==> src/rtl/mem_wb_pipeline.sv <==
// EX/MEM and MEM/WB pipeline registers with a timed data-memory handshake.
// A slow load/store stalls upstream until the memory answers or the wait limit expires.
module mem_wb_pipeline #(
    parameter int MEM_TIMEOUT = 15
) (
    input  logic        clk_i,
    input  logic        rst_i,
    input  logic        ex_valid_i,
    input  logic [4:0]  ex_reg_wr_addr_i,
    input  logic        ex_reg_wr_sig_i,
    input  logic [1:0]  ex_data_dest_i,
    input  logic [31:0] ex_alu_result_i,
    input  logic [31:0] ex_pc_plus4_i,
    input  logic [31:0] ex_mem_wr_data_i,
    input  logic        ex_mem_rd_i,
    input  logic        ex_mem_wr_i,
    input  logic        flush_i,
    output logic        dmem_req_o,
    output logic        dmem_we_o,
    output logic [31:0] dmem_addr_o,
    output logic [31:0] dmem_wdata_o,
    input  logic        dmem_ready_i,
    input  logic [31:0] dmem_rdata_i,
    output logic        stall_o,
    output logic        dmem_err_o,
    output logic [4:0]  ex_mem_reg_wr_addr_o,
    output logic        ex_mem_reg_wr_sig_o,
    output logic [1:0]  ex_mem_data_dest_o,
    output logic [31:0] ex_mem_alu_result_o,
    output logic [31:0] ex_mem_pc_plus4_o,
    output logic [4:0]  mem_wb_reg_wr_addr_o,
    output logic        mem_wb_reg_wr_sig_o,
    output logic [1:0]  mem_wb_data_dest_o,
    output logic [31:0] mem_wb_mem_rd_data_o,
    output logic [31:0] mem_wb_alu_result_o,
    output logic [31:0] mem_wb_pc_plus4_o,
    output logic        rf_wr_en_o,
    output logic [4:0]  rf_wr_addr_o,
    output logic [31:0] rf_wr_data_o
);

    localparam int CNT_W = $clog2(MEM_TIMEOUT + 1);
    localparam logic [CNT_W-1:0] CNT_MAX = CNT_W'(MEM_TIMEOUT);

    localparam logic [1:0] ST_IDLE  = 2'b00;
    localparam logic [1:0] ST_WAIT  = 2'b01;
    localparam logic [1:0] ST_ABORT = 2'b10;

    localparam logic [1:0] DEST_ALU = 2'b00;
    localparam logic [1:0] DEST_MEM = 2'b01;
    localparam logic [1:0] DEST_PC  = 2'b10;

    typedef struct packed {
        logic        valid;
        logic [4:0]  wr_addr;
        logic        wr_sig;
        logic [1:0]  dest;
        logic [31:0] alu_result;
        logic [31:0] pc_plus4;
        logic [31:0] mem_wr_data;
        logic        mem_rd;
        logic        mem_wr;
    } ex_mem_t;

    typedef struct packed {
        logic        valid;
        logic [4:0]  wr_addr;
        logic        wr_sig;
        logic [1:0]  dest;
        logic [31:0] mem_rd_data;
        logic [31:0] alu_result;
        logic [31:0] pc_plus4;
    } mem_wb_t;

    ex_mem_t          exm_q, exm_d;
    mem_wb_t          wb_q, wb_d;
    logic [1:0]       state_q, state_d;
    logic [CNT_W-1:0] cnt_q, cnt_d;

    logic mem_op;
    logic abort;
    logic stall;

    assign mem_op = exm_q.valid & (exm_q.mem_rd | exm_q.mem_wr);
    assign abort  = (state_q == ST_ABORT);
    assign stall  = mem_op & ~dmem_ready_i & ~abort;

    always_comb begin
        state_d = state_q;
        cnt_d   = cnt_q;
        case (state_q)
            ST_IDLE: begin
                if (mem_op && !dmem_ready_i) begin
                    state_d = ST_WAIT;
                    cnt_d   = CNT_W'(1);
                end
            end
            ST_WAIT: begin
                if (dmem_ready_i) begin
                    state_d = ST_IDLE;
                    cnt_d   = '0;
                end else begin
                    if (cnt_q != CNT_MAX) cnt_d = cnt_q + 1'b1;
                    // counter reaches MEM_TIMEOUT exactly as ABORT is entered
                    if (int'(cnt_q) + 1 >= MEM_TIMEOUT) state_d = ST_ABORT;
                end
            end
            default: begin
                state_d = ST_IDLE;
                cnt_d   = '0;
            end
        endcase
    end

    always_comb begin
        exm_d = exm_q;
        if (!stall) begin
            exm_d.valid       = ex_valid_i & ~flush_i;
            exm_d.wr_addr     = ex_reg_wr_addr_i;
            exm_d.wr_sig      = ex_reg_wr_sig_i;
            exm_d.dest        = ex_data_dest_i;
            exm_d.alu_result  = ex_alu_result_i;
            exm_d.pc_plus4    = ex_pc_plus4_i;
            exm_d.mem_wr_data = ex_mem_wr_data_i;
            exm_d.mem_rd      = ex_mem_rd_i;
            exm_d.mem_wr      = ex_mem_wr_i;
        end
    end

    // Stores and timed-out accesses drop their write enable on the way into MEM/WB.
    always_comb begin
        wb_d = '0;
        if (!stall) begin
            wb_d.valid       = exm_q.valid;
            wb_d.wr_addr     = exm_q.wr_addr;
            wb_d.wr_sig      = exm_q.wr_sig & ~exm_q.mem_wr & ~abort;
            wb_d.dest        = exm_q.dest;
            wb_d.alu_result  = exm_q.alu_result;
            wb_d.pc_plus4    = exm_q.pc_plus4;
            wb_d.mem_rd_data = (exm_q.valid & exm_q.mem_rd & ~abort) ? dmem_rdata_i : 32'h0;
        end
    end

    always_ff @(posedge clk_i) begin
        if (rst_i) begin
            exm_q   <= '0;
            wb_q    <= '0;
            state_q <= ST_IDLE;
            cnt_q   <= '0;
        end else begin
            exm_q   <= exm_d;
            wb_q    <= wb_d;
            state_q <= state_d;
            cnt_q   <= cnt_d;
        end
    end

    assign stall_o      = stall;
    assign dmem_err_o   = abort;
    assign dmem_req_o   = mem_op & ~abort;
    assign dmem_we_o    = mem_op & ~abort & exm_q.mem_wr;
    assign dmem_addr_o  = (mem_op & ~abort) ? exm_q.alu_result : 32'h0;
    assign dmem_wdata_o = (mem_op & ~abort) ? exm_q.mem_wr_data : 32'h0;

    assign ex_mem_reg_wr_addr_o = exm_q.wr_addr;
    assign ex_mem_reg_wr_sig_o  = exm_q.valid & exm_q.wr_sig;
    assign ex_mem_data_dest_o   = exm_q.dest;
    assign ex_mem_alu_result_o  = exm_q.alu_result;
    assign ex_mem_pc_plus4_o    = exm_q.pc_plus4;

    assign mem_wb_reg_wr_addr_o = wb_q.wr_addr;
    assign mem_wb_reg_wr_sig_o  = wb_q.valid & wb_q.wr_sig;
    assign mem_wb_data_dest_o   = wb_q.dest;
    assign mem_wb_mem_rd_data_o = wb_q.mem_rd_data;
    assign mem_wb_alu_result_o  = wb_q.alu_result;
    assign mem_wb_pc_plus4_o    = wb_q.pc_plus4;

    assign rf_wr_en_o   = wb_q.valid & wb_q.wr_sig & (wb_q.wr_addr != 5'd0) & (wb_q.dest != 2'b11);
    assign rf_wr_addr_o = wb_q.wr_addr;

    always_comb begin
        case (wb_q.dest)
            DEST_ALU: rf_wr_data_o = wb_q.alu_result;
            DEST_MEM: rf_wr_data_o = wb_q.mem_rd_data;
            DEST_PC:  rf_wr_data_o = wb_q.pc_plus4;
            default:  rf_wr_data_o = 32'h0;
        endcase
    end

endmodule

==> config.mk <==
export PLATFORM = sky130hd
export DESIGN_NAME = mem_wb_pipeline
export DESIGN_NICKNAME = d
export VERILOG_FILES = /design/src/rtl/mem_wb_pipeline.sv
export SDC_FILE = /design/constraint.sdc
export NUM_CORES = 1
export LEC_CHECK = 0
export ABC_CLOCK_PERIOD_IN_PS = 2300
export CORE_AREA = 2 2 166 168
export CTS_CLUSTER_DIAMETER = 50
export DETAILED_ROUTE_END_ITERATION = 12
export DIE_AREA = 0 0 168 170
export PLACE_DENSITY_LB_ADDON = 0.05
export SYNTH_ARGS = -nofsm -noshare
export SYNTH_HDL_FRONTEND = slang
export SYNTH_SLANG_ARGS = --single-unit
==> constraint.sdc <==
create_clock -name clk_i -period 2.3 [get_ports clk_i]
set_clock_uncertainty 0.1 [all_clocks]
set_input_delay 0.46 -clock clk_i [delete_from_list [all_inputs] [get_ports clk_i]]
set_output_delay 0.46 -clock clk_i [all_outputs]
set_load 0.01 [all_outputs]
==> impl_summary.log <==
INFO  metric run_status = finished with violations
INFO  metric violations = negative setup slack
INFO  metric yosys.cell_count.top_type = nand2_1
INFO  metric timing.final.hold_violations = 0
INFO  metric grt_setup_unrepaired = true
INFO  metric drt-initial-drc-count = 287
INFO  metric timing.slew.headroom = 63.04%
INFO  metric dominantRegCellSynth = dfxtp_1
INFO  metric min_period = 2.352 ns
INFO  metric worstPathRequired = 1.74 ns
INFO  metric tritoncts = yes
INFO  metric ctsRootBufferMaster = clkbuf_16
INFO  metric setup_viol_count_final = 67
INFO  metric cts_made_buffers = 30
INFO  metric achievable_clock_frequency = 0.4252 GHz
INFO  metric synth_area_leader_cell = dfxtp_1
INFO  metric number_of_global_route_vias_before_repair = 7431
INFO  metric critical_path.max_fanout = 33
INFO  metric grt_util_all_layers = 20.48%
INFO  metric finalCritPeriodShare = 102.3%
INFO  metric wl = 30800 µm
INFO  metric synth_fp_nets = 1240
INFO  metric critical_path.reg2reg.startpoint = exm_q[0]$_SDFFE_PP0N_
INFO  metric worst-r2r-setup-slack = 0.46 ns
INFO  metric dr.pass1.iters = 4
INFO  metric postSynthRegisterBits = 218
INFO  metric hp-class = input pin to register
INFO  metric floorplan.io_pins = 425
INFO  metric clkLatencyLatePin = 0.55 ns
INFO  metric synth_cells = 1095
INFO  metric worst_pin_slew = 0.5544 ns
INFO  metric synth_simple_gate_area_share = 23.14%
INFO  metric global_route_wire_length_before_repair = 45000 µm
INFO  metric synth-xor-area-share = 0.1875%
INFO  metric worst_setup_path_start_kind = register
INFO  metric vdd.ir_drop.worst = 0.5213 mV
INFO  metric routability_cong = 0.7859
INFO  metric final_layout_size_suffix_gt1_share = 17.12%
INFO  metric die_width = 168 µm
INFO  metric crit_type = register to output pin
INFO  metric hold_end = ex_mem_pc_plus4_o[1]$_SDFFE_PP0N_
INFO  metric route.detailed.drc = 0
INFO  metric per_cell_via_count_in_the_routed_design = 4.474
INFO  metric dieHeight = 170 µm
INFO  metric async_flop_share = 0%
INFO  metric vias = 7763
INFO  metric antenna_found_initial = 4
INFO  metric postLayoutCoreUtil = 51.80%
INFO  metric yosys.area_share.adder = 0.2679%
INFO  metric timing.critical_path.to_type = output pin
INFO  metric worstHoldStart = rst_i
INFO  metric most_frequent_cells_after_synthesis = nand2_1, dfxtp_1, buf_4
INFO  metric finish.net_count = 1511
INFO  metric core_region_area = 26650 µm²
INFO  metric timing.final.ws_setup = -0.05206 ns
INFO  metric p_leak = 5.894 nW
INFO  metric worstReg2RegEnd = ex_mem_pc_plus4_o[19]$_SDFFE_PP0N_
INFO  metric max-clock-path-buffers = 3
INFO  metric flow.area_growth_from_synthesis = 47.79%
INFO  metric synth.lib_cells_used.distinct = 35
INFO  metric post-dp-hpwl = 21850 µm
INFO  metric combinational_family_with_the_most_area_after_synthesis = simple AND/OR/NAND/NOR gates
INFO  metric clk_pin_slew = 0.06 ns
INFO  metric numClockSinks = 218
INFO  metric hold-path-cell-count = 2
INFO  metric number_of_h_tree_branching_levels = 1
INFO  metric synth_compound_area_share = 8.639%
INFO  metric synth.area.mux_share = 3.429%
INFO  metric floorplan.initialDensity = 35.05%
INFO  metric drv_slew = 0
INFO  metric portBuffers = 424
INFO  metric rows = 60
INFO  metric ys_seq_area_share = 46.72%
INFO  metric post_synth.cell_area_avg = 8.531 µm²
INFO  metric pwr_density_cell = 732.4 nW/µm²
INFO  metric rr_worst_depth = 7
INFO  metric detail_route.wl_per_cell = 17.75 µm
INFO  metric ys.warnings.count = 0
INFO  metric yosys.area.top_type_share = 46.72%
INFO  metric post_synth_instance_area = 9341 µm²
INFO  metric route.antenna.remaining_nets = 0
INFO  metric design.die.area = 28560 µm²
INFO  metric count_of_flip_flops_with_a_built_in_enable_after_synthesis = 0
INFO  metric grt_max_degree = 63
INFO  metric max_cap_viol_count = 0
INFO  metric pre_cts_slack = -0.1092 ns
INFO  metric worstPathArrival = 1.79 ns
INFO  metric top_post_synthesis_cells_by_area = dfxtp_1, buf_4, and2_1
INFO  metric fillerInstances = 2580
INFO  metric globalRoute.totalOverflow = 0
flip-flops by register name (all words and copies together), names as in the netlist, 5 cells and up:
name,flops
ex_mem_alu_result_o,32
mem_wb_reg_wr_addr_o,5
exm_q,36
mem_wb_mem_rd_data_o,32
mem_wb_pc_plus4_o,32
ex_mem_reg_wr_addr_o,5
mem_wb_alu_result_o,32
ex_mem_pc_plus4_o,32
layout make-up:
cell class | instances | area (µm²) | share of cell area, %
Clock buffer | 39 | 845.8 | 6.127
Multi-Input combinational cell | 631 | 3421 | 24.78
Tap cell | 341 | 426.7 | 3.090
Timing Repair Buffer | 481 | 4476 | 32.42
Sequential cell | 218 | 4374 | 31.68
Antenna cell | 4 | 10.01 | 0.07250
Inverter | 4 | 16.27 | 0.1178
Clock inverter | 17 | 236.5 | 1.713
cells in the final DEF (no fill, tap or decap), types with 5 or more instances in the layout:
| cell type | count |
|---|---|
| dfxtp_1 | 214 |
| buf_12 | 13 |
| o21ai_0 | 16 |
| buf_6 | 16 |
| buf_4 | 36 |
| clkbuf_2 | 18 |
| clkinv_2 | 5 |
| clkbuf_16 | 33 |
| mux2i_1 | 29 |
| a21oi_1 | 111 |
| bufinv_16 | 5 |
| nand2_1 | 245 |
| buf_2 | 69 |
| and2_1 | 167 |
| clkdlybuf4s50_1 | 320 |
| o21ai_1 | 16 |
how the worst max path moves through the flow:
stage	start	to	slack (ns)	cells past startpoint
3_5_place_dp	dmem_ready_i	stall_o	-0.11	5
4_1_cts	exm_q[0]$_SDFFE_PP0N_	dmem_addr_o[17]	-0.20	5
2_1_floorplan	state_q[0]$_SDFFE_PP0P_	dmem_addr_o[10]	0.48	5
3_3_place_gp	dmem_ready_i	stall_o	-0.11	5
5_1_grt	exm_q[0]$_SDFFE_PP0N_	dmem_wdata_o[11]	-0.12	5
6_report	exm_q[0]$_SDFFE_PP0N_	dmem_wdata_o[26]	-0.05	5
what timing repair did:
| action | 4_1_cts | 5_1_grt |
|---|---|---|
| setup buffers | 5 | 17 |
| setup endpoints to repair | 102 | 94 |
| cloned | 1 | 2 |
| hold buffers | 0 | 0 |
| pin swaps | 0 | 4 |
| gates resized for setup | 335 | 132 |
metrics by stage:
step | hold WS, ns | total power [mW] | instances | TNS (ns) | instance area, µm²
3_5_place_dp | 0.3385 | 5.243 | 1654 | -0.1092 | 12790
3_3_place_gp | 0.3331 | 5.234 | 1654 | -0.1105 | 12790
5_1_grt | 0.1158 | 10.49 | 1734 | -7.360 | 13800
2_1_floorplan | 0.3273 | 4.657 | 1095 | 0 | 9341
6_report | 0.1211 | 10.11 | 1735 | -1.999 | 13810
4_1_cts | 0.1118 | 10.20 | 1716 | -7.502 | 13690
power by group:
group          switching (mW)  leakage [nW]  internal (mW)
Combinational           0.444          3.57          0.650
Sequential              0.125          1.80           3.95
Clock                    1.78         0.524           3.16
cell families (layout without fill, tap and decap cells):
kind of cell               after synthesis  after routing
AOI/OAI and AO/OA                      153            153
xor gates and xnor gates                 2              2
other                                    0              4
buffers and inverters                  246            541
adders and majority gates                2              2
muxes                                   32             32
DFF                                    218            218
and+or+nand+nor                        442            442
worst max-delay path, cell delays in order (launching register included):
cell and delay (ns):
dfxtp_2 0.31, or2_4 0.24, and3_4 0.21, buf_12 0.16, and2_1 0.18, buf_2 0.14
layer usage:
metal  vias up  GRT usage (%)  part of all wire (%)
met5         -              0                     0
met4         0          6.314                   2.3
met2       271          35.86                    48
met3        47          5.372                   7.6
met1      3595          24.60                    42
li1       3850              -                     -
Power figures use the tool's default switching activity.
